## src/rtl/az_sample_capture_pkg.sv

```systemverilog
// Shared definitions for the auto-zero sample capture block: state encoding,
// default clock frequency, monitor bit map and the signed difference helper.
package az_sample_capture_pkg;

    localparam int unsigned DEF_CLK_FREQ = 32'd20000000;
    localparam int unsigned DATA_W       = 32'd24;
    localparam int unsigned DIFF_W       = 32'd25;
    localparam int unsigned COUNT_W      = 32'd32;

    localparam int unsigned MON_STATE_LSB        = 32'd0;
    localparam int unsigned MON_ADC_START_BIT    = 32'd3;
    localparam int unsigned MON_RESULT_VALID_BIT = 32'd4;

    typedef enum logic [2:0] {
        ST_IDLE     = 3'd0,
        ST_SETTLE   = 3'd1,
        ST_START    = 3'd2,
        ST_WAIT_ADC = 3'd3,
        ST_STORE    = 3'd4,
        ST_PAIR     = 3'd5
    } state_e;

    // Both operands are sign-extended by one bit, so the difference cannot overflow.
    function automatic logic [DIFF_W-1:0] diff_ext(input logic [DATA_W-1:0] hi,
                                                  input logic [DATA_W-1:0] lo);
        return {hi[DATA_W-1], hi} - {lo[DATA_W-1], lo};
    endfunction

endpackage

```

## src/rtl/az_sample_capture_if.sv

```systemverilog
// ADC request/response handshake and result valid/ready channel of the capture block.
interface az_sample_capture_if;
    import az_sample_capture_pkg::*;

    logic              adc_start;
    logic              adc_valid;
    logic [DATA_W-1:0] adc_data;
    logic [DATA_W-1:0] result_hi;
    logic [DATA_W-1:0] result_lo;
    logic [DIFF_W-1:0] result_diff;
    logic              result_valid;
    logic              result_ready;

    modport master (
        output adc_start,
        input  adc_valid,
        input  adc_data,
        output result_hi,
        output result_lo,
        output result_diff,
        output result_valid,
        input  result_ready
    );

    modport slave (
        input  adc_start,
        output adc_valid,
        output adc_data,
        input  result_hi,
        input  result_lo,
        input  result_diff,
        input  result_valid,
        output result_ready
    );

endinterface

```

## src/rtl/az_sample_capture_down_counter.sv

```systemverilog
// Loadable down-counter; last flags the final counted cycle (value 1, or an empty load of 0).
module down_counter #(
    parameter int unsigned WIDTH = 32'd24
) (
    input  logic             clk,
    input  logic             reset,
    input  logic             load,
    input  logic [WIDTH-1:0] load_val,
    input  logic             dec,
    output logic             last
);

    logic [WIDTH-1:0] count_q;
    logic [WIDTH-1:0] count_d;

    // Next count: load takes priority, decrement saturates at zero.
    always_comb begin
        count_d = count_q;
        if (load) begin
            count_d = load_val;
        end else if (dec && (count_q != {WIDTH{1'b0}})) begin
            count_d = count_q - WIDTH'(1);
        end else begin
            count_d = count_q;
        end
    end

    // Count register.
    always_ff @(posedge clk or negedge reset) begin
        if (!reset) begin
            count_q <= {WIDTH{1'b0}};
        end else begin
            count_q <= count_d;
        end
    end

    assign last = (count_q <= WIDTH'(1));

endmodule

```

## src/rtl/az_sample_capture.sv

```systemverilog
// Captures HI/LO ADC conversions per modulation window and emits their signed
// difference on a valid/ready channel, with sticky overrun/timeout/short-window flags.
module az_sample_capture
    import az_sample_capture_pkg::*;
#(
    parameter int unsigned CLK_FREQ  = DEF_CLK_FREQ,
    parameter int unsigned TIMEOUT_N = CLK_FREQ / 32'd1000
) (
    input  logic                  clk,
    input  logic                  reset,
    input  logic                  sample_active,
    input  logic                  sample_phase,
    input  logic [DATA_W-1:0]     settle_n,
    az_sample_capture_if.master   bus,
    output logic [COUNT_W-1:0]    sample_count,
    input  logic                  err_clr,
    output logic                  err_overrun,
    output logic                  err_timeout,
    output logic                  err_short,
    output logic [7:0]            monitor
);

    localparam logic [31:0] TIMEOUT_LOAD = 32'(TIMEOUT_N);

    state_e               state_q, state_d;
    logic                 act_dly_q, act_dly_d;
    logic                 phase_q, phase_d;
    logic [DATA_W-1:0]    hold_hi_q, hold_hi_d, hold_lo_q, hold_lo_d;
    logic                 have_hi_q, have_hi_d, have_lo_q, have_lo_d;
    logic                 adc_start_q, adc_start_d;
    logic [DATA_W-1:0]    result_hi_q, result_hi_d, result_lo_q, result_lo_d;
    logic [DIFF_W-1:0]    result_diff_q, result_diff_d;
    logic                 result_valid_q, result_valid_d;
    logic [COUNT_W-1:0]   sample_count_q, sample_count_d;
    logic                 err_overrun_q, err_overrun_d;
    logic                 err_timeout_q, err_timeout_d;
    logic                 err_short_q, err_short_d;
    logic [7:0]           monitor_s;

    logic win_start_s, settle_load_s, settle_dec_s, settle_last_s;
    logic to_load_s, to_dec_s, to_last_s;
    logic store_s, pair_s, overrun_s, handshake_s, short_set_s, timeout_set_s;

    assign win_start_s   = sample_active & ~act_dly_q;
    assign settle_load_s = (state_q == ST_IDLE) & win_start_s;
    assign settle_dec_s  = (state_q == ST_SETTLE);
    assign to_load_s     = (state_q == ST_START);
    assign to_dec_s      = (state_q == ST_WAIT_ADC);
    assign store_s       = to_dec_s & bus.adc_valid;
    assign timeout_set_s = to_dec_s & ~bus.adc_valid & to_last_s;
    assign short_set_s   = ((state_q == ST_SETTLE) | (state_q == ST_START)) & ~sample_active;
    assign handshake_s   = result_valid_q & bus.result_ready;
    assign pair_s        = (state_q == ST_PAIR);
    assign overrun_s     = pair_s & result_valid_q & ~bus.result_ready;

    down_counter #(.WIDTH(DATA_W)) u_settle_cnt (
        .clk      (clk),
        .reset    (reset),
        .load     (settle_load_s),
        .load_val (settle_n),
        .dec      (settle_dec_s),
        .last     (settle_last_s)
    );

    down_counter #(.WIDTH(32'd32)) u_timeout_cnt (
        .clk      (clk),
        .reset    (reset),
        .load     (to_load_s),
        .load_val (TIMEOUT_LOAD),
        .dec      (to_dec_s),
        .last     (to_last_s)
    );

    // State register.
    always_ff @(posedge clk or negedge reset) begin
        if (!reset) begin
            state_q <= ST_IDLE;
        end else begin
            state_q <= state_d;
        end
    end

    // Next-state logic; a zero settle time skips SETTLE so START follows detection directly.
    always_comb begin
        state_d = state_q;
        case (state_q)
            ST_IDLE: begin
                if (win_start_s) begin
                    if (settle_n == 24'd0) state_d = ST_START;
                    else                   state_d = ST_SETTLE;
                end else begin
                    state_d = ST_IDLE;
                end
            end
            ST_SETTLE: begin
                if (!sample_active)     state_d = ST_IDLE;
                else if (settle_last_s) state_d = ST_START;
                else                    state_d = ST_SETTLE;
            end
            ST_START: begin
                if (!sample_active) state_d = ST_IDLE;
                else                state_d = ST_WAIT_ADC;
            end
            ST_WAIT_ADC: begin
                if (bus.adc_valid)  state_d = ST_STORE;
                else if (to_last_s) state_d = ST_IDLE;
                else                state_d = ST_WAIT_ADC;
            end
            ST_STORE: begin
                if (!phase_q && have_hi_q) state_d = ST_PAIR;
                else                       state_d = ST_IDLE;
            end
            ST_PAIR: state_d = ST_IDLE;
            default: state_d = ST_IDLE;
        endcase
    end

    // Datapath, handshake and error flag next values.
    always_comb begin
        act_dly_d      = sample_active;
        phase_d        = phase_q;
        hold_hi_d      = hold_hi_q;
        hold_lo_d      = hold_lo_q;
        have_hi_d      = have_hi_q;
        have_lo_d      = have_lo_q;
        result_hi_d    = result_hi_q;
        result_lo_d    = result_lo_q;
        result_diff_d  = result_diff_q;
        result_valid_d = result_valid_q;
        adc_start_d    = (state_d == ST_START);

        if (settle_load_s) phase_d = sample_phase;
        else               phase_d = phase_q;

        if (store_s) begin
            if (phase_q) begin
                hold_hi_d = bus.adc_data;
                have_hi_d = 1'b1;
            end else begin
                hold_lo_d = bus.adc_data;
                have_lo_d = 1'b1;
            end
        end else if (pair_s) begin
            have_hi_d = 1'b0;
            have_lo_d = 1'b0;
        end else begin
            have_hi_d = have_hi_q;
            have_lo_d = have_lo_q;
        end

        // A pair arriving while the previous result is still unaccepted is dropped.
        if (pair_s && !overrun_s) begin
            result_hi_d    = hold_hi_q;
            result_lo_d    = hold_lo_q;
            result_diff_d  = diff_ext(hold_hi_q, hold_lo_q);
            result_valid_d = 1'b1;
        end else if (handshake_s) begin
            result_valid_d = 1'b0;
        end else begin
            result_valid_d = result_valid_q;
        end

        if (handshake_s) sample_count_d = sample_count_q + 32'd1;
        else             sample_count_d = sample_count_q;

        err_overrun_d = overrun_s     | (err_overrun_q & ~err_clr);
        err_timeout_d = timeout_set_s | (err_timeout_q & ~err_clr);
        err_short_d   = short_set_s   | (err_short_q   & ~err_clr);
    end

    // Datapath registers; the delayed window copy resets high so a window in progress is not a start.
    always_ff @(posedge clk or negedge reset) begin
        if (!reset) begin
            act_dly_q      <= 1'b1;
            phase_q        <= 1'b0;
            hold_hi_q      <= 24'd0;
            hold_lo_q      <= 24'd0;
            have_hi_q      <= 1'b0;
            have_lo_q      <= 1'b0;
            adc_start_q    <= 1'b0;
            result_hi_q    <= 24'd0;
            result_lo_q    <= 24'd0;
            result_diff_q  <= 25'd0;
            result_valid_q <= 1'b0;
            sample_count_q <= 32'd0;
            err_overrun_q  <= 1'b0;
            err_timeout_q  <= 1'b0;
            err_short_q    <= 1'b0;
        end else begin
            act_dly_q      <= act_dly_d;
            phase_q        <= phase_d;
            hold_hi_q      <= hold_hi_d;
            hold_lo_q      <= hold_lo_d;
            have_hi_q      <= have_hi_d;
            have_lo_q      <= have_lo_d;
            adc_start_q    <= adc_start_d;
            result_hi_q    <= result_hi_d;
            result_lo_q    <= result_lo_d;
            result_diff_q  <= result_diff_d;
            result_valid_q <= result_valid_d;
            sample_count_q <= sample_count_d;
            err_overrun_q  <= err_overrun_d;
            err_timeout_q  <= err_timeout_d;
            err_short_q    <= err_short_d;
        end
    end

    // Debug monitor assembled from registered state only.
    always_comb begin
        monitor_s = 8'h00;
        monitor_s[MON_STATE_LSB +: 3]      = state_q;
        monitor_s[MON_ADC_START_BIT]       = adc_start_q;
        monitor_s[MON_RESULT_VALID_BIT]    = result_valid_q;
    end

    assign bus.adc_start    = adc_start_q;
    assign bus.result_hi    = result_hi_q;
    assign bus.result_lo    = result_lo_q;
    assign bus.result_diff  = result_diff_q;
    assign bus.result_valid = result_valid_q;
    assign sample_count     = sample_count_q;
    assign err_overrun      = err_overrun_q;
    assign err_timeout      = err_timeout_q;
    assign err_short        = err_short_q;
    assign monitor          = monitor_s;

endmodule

```

## src/flat_wrapper.sv

```systemverilog
// flat-port wrapper written by rule: the top's interface ports become plain ports
module az_sample_capture_flat import az_sample_capture_pkg::*;
#(
    parameter int unsigned CLK_FREQ  = DEF_CLK_FREQ,
    parameter int unsigned TIMEOUT_N = CLK_FREQ / 32'd1000
)
  (clk, reset, sample_active, sample_phase, settle_n, sample_count, err_clr, err_overrun, err_timeout, err_short, monitor, bus_adc_start, bus_adc_valid, bus_adc_data, bus_result_hi, bus_result_lo, bus_result_diff, bus_result_valid, bus_result_ready);
  az_sample_capture_if bus_i ();
  input  logic clk;
  input  logic reset;
  input  logic sample_active;
  input  logic sample_phase;
  input  logic [DATA_W-1:0] settle_n;
  output logic [COUNT_W-1:0] sample_count;
  input  logic err_clr;
  output logic err_overrun;
  output logic err_timeout;
  output logic err_short;
  output logic [7:0] monitor;
  output wire logic [$bits(bus_i.adc_start)-1:0] bus_adc_start;
  input wire logic [$bits(bus_i.adc_valid)-1:0] bus_adc_valid;
  input wire logic [$bits(bus_i.adc_data)-1:0] bus_adc_data;
  output wire logic [$bits(bus_i.result_hi)-1:0] bus_result_hi;
  output wire logic [$bits(bus_i.result_lo)-1:0] bus_result_lo;
  output wire logic [$bits(bus_i.result_diff)-1:0] bus_result_diff;
  output wire logic [$bits(bus_i.result_valid)-1:0] bus_result_valid;
  input wire logic [$bits(bus_i.result_ready)-1:0] bus_result_ready;
  assign bus_adc_start = bus_i.adc_start;
  assign bus_i.adc_valid = bus_adc_valid;
  assign bus_i.adc_data = bus_adc_data;
  assign bus_result_hi = bus_i.result_hi;
  assign bus_result_lo = bus_i.result_lo;
  assign bus_result_diff = bus_i.result_diff;
  assign bus_result_valid = bus_i.result_valid;
  assign bus_i.result_ready = bus_result_ready;
  az_sample_capture #(.CLK_FREQ(CLK_FREQ), .TIMEOUT_N(TIMEOUT_N)) u_core (.clk(clk), .reset(reset), .sample_active(sample_active), .sample_phase(sample_phase), .settle_n(settle_n), .bus(bus_i), .sample_count(sample_count), .err_clr(err_clr), .err_overrun(err_overrun), .err_timeout(err_timeout), .err_short(err_short), .monitor(monitor));
endmodule
```

## config.mk

```make
export PLATFORM = sky130hd
export DESIGN_NAME = az_sample_capture_flat
export DESIGN_NICKNAME = d
export VERILOG_FILES = /design/src/rtl/az_sample_capture_pkg.sv /design/src/rtl/az_sample_capture_if.sv /design/src/rtl/az_sample_capture_down_counter.sv /design/src/rtl/az_sample_capture.sv /design/src/flat_wrapper.sv
export SDC_FILE = /design/constraint.sdc
export NUM_CORES = 1
export LEC_CHECK = 0
export ABC_CLOCK_PERIOD_IN_PS = 7400
export CORE_MARGIN = 4
export CORE_UTILIZATION = 28
export CTS_CLUSTER_SIZE = 25
export DETAILED_ROUTE_END_ITERATION = 10
export GPL_ROUTABILITY_DRIVEN = 0
export SYNTH_ARGS = -nofsm -noshare
export SYNTH_HDL_FRONTEND = slang
export SYNTH_SLANG_ARGS = --single-unit
```

## constraint.sdc

```tcl
create_clock -name clk -period 7.4 [get_ports clk]
set_input_delay 1.48 -clock clk [delete_from_list [all_inputs] [get_ports clk]]
set_output_delay 1.48 -clock clk [all_outputs]
set_load 0.01 [all_outputs]
```

==> results_dict.tcl <==
set metrics [dict create \
    syn2layout_area_growth_pct 28.7 \
    netlist_area_before_placement_um2 10600 \
    placement_rows 71 \
    clk_latency_ps 530 \
    cellLeakagePower_nw 6.19 \
    first_global_vias 8418 \
    max_slew.worst_pin.slew_ps 923 \
    antennaDiodeCount 0 \
    finClkSkew_ps 14.2 \
    initial_utilization_pct 28.3 \
    grt_start_max_net_pins 96 \
    setup_tns_ps 0 \
    cts-resized-gates 0 \
    most_used_flip_flop_cell_after_synthesis "dfrtp_1" \
    finalNetCount 1348 \
    synth_top_area_cell "dfrtp_1" \
    power.density_nw_per_um2 205 \
    regToRegStartpoint "u_core.u_timeout_cnt.count_q[2]" \
    max-slew-margin-rel_pct 38.4 \
    detail_route.drc_violations 0 \
    antenna_violations_before_repair 1 \
    clk_pin_slew_worst_paths_ps 60 \
    cts.path.max_buffers 3 \
    synth_warnings 0 \
    postCtsHoldBufs 0 \
    drv_slew 0 \
    overflow 0 \
    synth-edff-count 0 \
    async_reset_ff_share_pct 100 \
    drt-vias-per-instance 4.72 \
    io_pins 173 \
    ff2ff_path_depth 7 \
    die_area_um2 41200 \
    drtIter0Drc 483 \
    grt_pass1_wl_mm 45.3 \
    synth_seq_area_share_pct 51.8 \
    ir_drop_uv 164 \
    hold_path_end "u_core.bus.result_hi[8]" \
    grt_setup_unrepaired "false" \
    timing.rr.end "u_core.u_timeout_cnt.count_q[26]" \
    antenna_left 0 \
    layout_worst_path_cycle_share_pct 46.0 \
    proportion_of_netlist_area_held_by_the_largest_area_contributor_pct 51.5 \
    class_of_the_most_critical_setup_path "reg -> reg" \
    detailroute.via_count 8447 \
    worst_ep_required_time_ps 7850 \
    htreeDepth 1 \
    groute.usage.overall_pct 13.3 \
    startpoint_of_the_worst_hold_path "u_core.bus.result_hi[8]" \
    timing_hold_violations_final 0 \
    cts_sinks 220 \
    area_of_the_core_um2 37600 \
    crit_start_category "register" \
    status "finished clean" \
    r2r_setup_slack_ps 3990 \
    avgSynthCellArea_um2 9.60 \
    maximum_net_fanout_on_the_critical_path 10 \
    hold_path.class "reg -> reg" \
    synthesis_stage_register_bit_count 220 \
    critical_path_at_ps 3860 \
    wl_per_cell_um 15.5 \
    cts_root_buf "clkbuf_16" \
    worst_hold_path.num_cells 2 \
    period_minus_slack_ps 3410 \
    cts.repair_timing.setup_buffer_count 0 \
    maxCapViolCount 0 \
    timing.critical_path.to_type "register" \
    dieHeight_um 203 \
    die_w_um 203 \
    drive_gt1_share_pct 7.19 \
    setup_violations 0 \
    cts_made_buffers 26 \
    max_clock_freq_mhz 293 \
    synth.top_cells.by_area "dfrtp_1 52%, nand2_1 7.6%, o21ai_0 4.8%" \
    synthDistinctLibCells 63 \
    wl_mm 27.8 \
    tritoncts_clock_tree "built" \
    number_of_standard_cells_after_synthesis 1108 \
    power_mw 2.80 \
    port_buffers 169 \
    drt-pass1-iter-count 5 \
    detailedPlacementHpwl_mm 19.9 \
]
==> worst max path at each step <==
stage                                          from                                to  slack, ps  cells after the start
floorplan           u_core.u_timeout_cnt.count_q[2]  u_core.u_timeout_cnt.count_q[26]       4210                     10
global placement                   bus_result_ready        u_core.bus.result_diff[16]       3530                      6
detailed placement                 bus_result_ready        u_core.bus.result_diff[16]       3520                      6
CTS                 u_core.u_timeout_cnt.count_q[3]  u_core.u_timeout_cnt.count_q[26]       3990                      7
global route        u_core.u_timeout_cnt.count_q[2]  u_core.u_timeout_cnt.count_q[26]       3820                      7
finish              u_core.u_timeout_cnt.count_q[2]  u_core.u_timeout_cnt.count_q[26]       3990                      7
==> critical path, cell delays in order (launching register included) <==
cell     delay [ps]
dfrtp_1         430
or3_4           410
or4_1           530
or4b_1          670
or3_1           530
or3_4           430
nor3_2          140
mux2i_1         190
==> power by group <==
group	switching [mW]	internal [mW]	leakage (nW)
Combinational	0.112	0.103	3.04
Sequential	0.0517	1.25	2.74
Clock	0.508	0.777	0.419
Total	0.671	2.13	6.19
==> layout by cell type (no fill, tap or decap), types with 7 or more instances in the layout <==
cell type / synthesis / layout
clkbuf_16: 0 / 26
mux2_2: 27 / 27
and3_1: 10 / 10
nand3_1: 35 / 34
nor4_1: 16 / 16
clkbuf_1: 40 / 7
clkdlybuf4s50_1: 0 / 168
inv_1: 40 / 40
or3_1: 21 / 21
nor3_1: 23 / 23
ha_1: 31 / 31
nand2_1: 214 / 214
nand4_1: 10 / 10
xnor2_1: 41 / 41
nand2b_1: 14 / 13
o21ai_0: 102 / 102
or4_1: 11 / 11
a21o_1: 8 / 8
a21oi_1: 34 / 34
dfrtp_1: 219 / 219
nor2_1: 62 / 61
o211ai_1: 13 / 13
xor2_1: 28 / 28
==> stage by stage <==
step | util [%] | hold slack, ps | std cells | setup slack, ps | cell area [um2]
floorplan | - | 440 | 1110 | 4210 | 10600
finish | 36.4 | 478 | 1790 | 3990 | 13700
detailed placement | 34.1 | 466 | 1744 | 3520 | 12800
global route | 36.4 | 500 | 1790 | 3820 | 13700
CTS | 36.4 | 482 | 1790 | 3990 | 13700
global placement | 34.1 | 459 | 1744 | 3530 | 12800
==> cell type report <==
type	instances	area [um2]
Inverter	40	150
Tap cell	511	639
Clock inverter	7	103
Clock buffer	39	759
Timing Repair Buffer	174	1730
Multi-Input combinational cell	799	4790
Fill cell	3802	23900
Sequential cell	220	5510
==> logic make-up (layout without fill, tap and decap cells) <==
group | after synthesis | in the layout | synth area share (%)
AOI/OAI and AO/OA | 214 | 214 | 12.1
muxes | 29 | 29 | 3.05
DFF | 220 | 220 | 51.8
adders and majority gates | 32 | 32 | 3.84
and+or+nand+nor | 452 | 452 | 20.1
other | 1 | 3 | 0.0353
buffers and inverters | 91 | 260 | 3.42
xor gates and xnor gates | 69 | 69 | 5.68
==> synth_stat cells (all sizes together) (3+ instances only) <==
cell type,number
o211ai,13
o31ai,5
or3,23
nand3,35
clkbuf,40
mux2,27
nor3,24
ha,31
dfrtp,219
nand3b,4
a21boi,3
and2,4
nor2b,4
o311ai,4
a21oi,34
or4,11
xnor2,41
or4b,3
nand2b,14
a31oi,5
o21ai,104
a211o,4
o22ai,6
nor3b,5
o21a,3
nand4b,4
nor4,16
xor2,28
a22oi,3
nand2,214
a21o,8
buf,11
o21bai,3
and3,10
nand4,10
nor2,62
inv,40
a41oi,3
or2,5
==> per-layer routing <==
metal,GRT usage (%),wire length [um],vias to the layer above
met5,0,13,-
met4,3.15,584,2
met3,2.52,1450,35
met2,21.7,12700,172
met1,18.3,13000,4092
li1,-,-,4146
==> state kept, by name, summed over array words and instances (netlist names) <==
| name | cells |
|---|---|
| u_core.phase_q | 1 |
| u_core.u_timeout_cnt.count_q | 32 |
| u_core.hold_hi_q | 24 |
| u_core.u_settle_cnt.count_q | 24 |
| u_core.act_dly_q | 1 |
| u_core.hold_lo_q | 24 |
| u_core.bus.result_lo | 24 |
| u_core.sample_count | 32 |
| u_core.bus.result_hi | 24 |
| u_core.bus.adc_start | 1 |
| u_core.err_timeout | 1 |
| u_core.bus.result_diff | 25 |
| u_core.have_hi_q | 1 |
| u_core.bus.result_valid | 1 |
| u_core.err_short | 1 |
| u_core.err_overrun | 1 |
| u_core.state_q | 3 |
No activity file was read; power rests on OpenSTA's default activity.
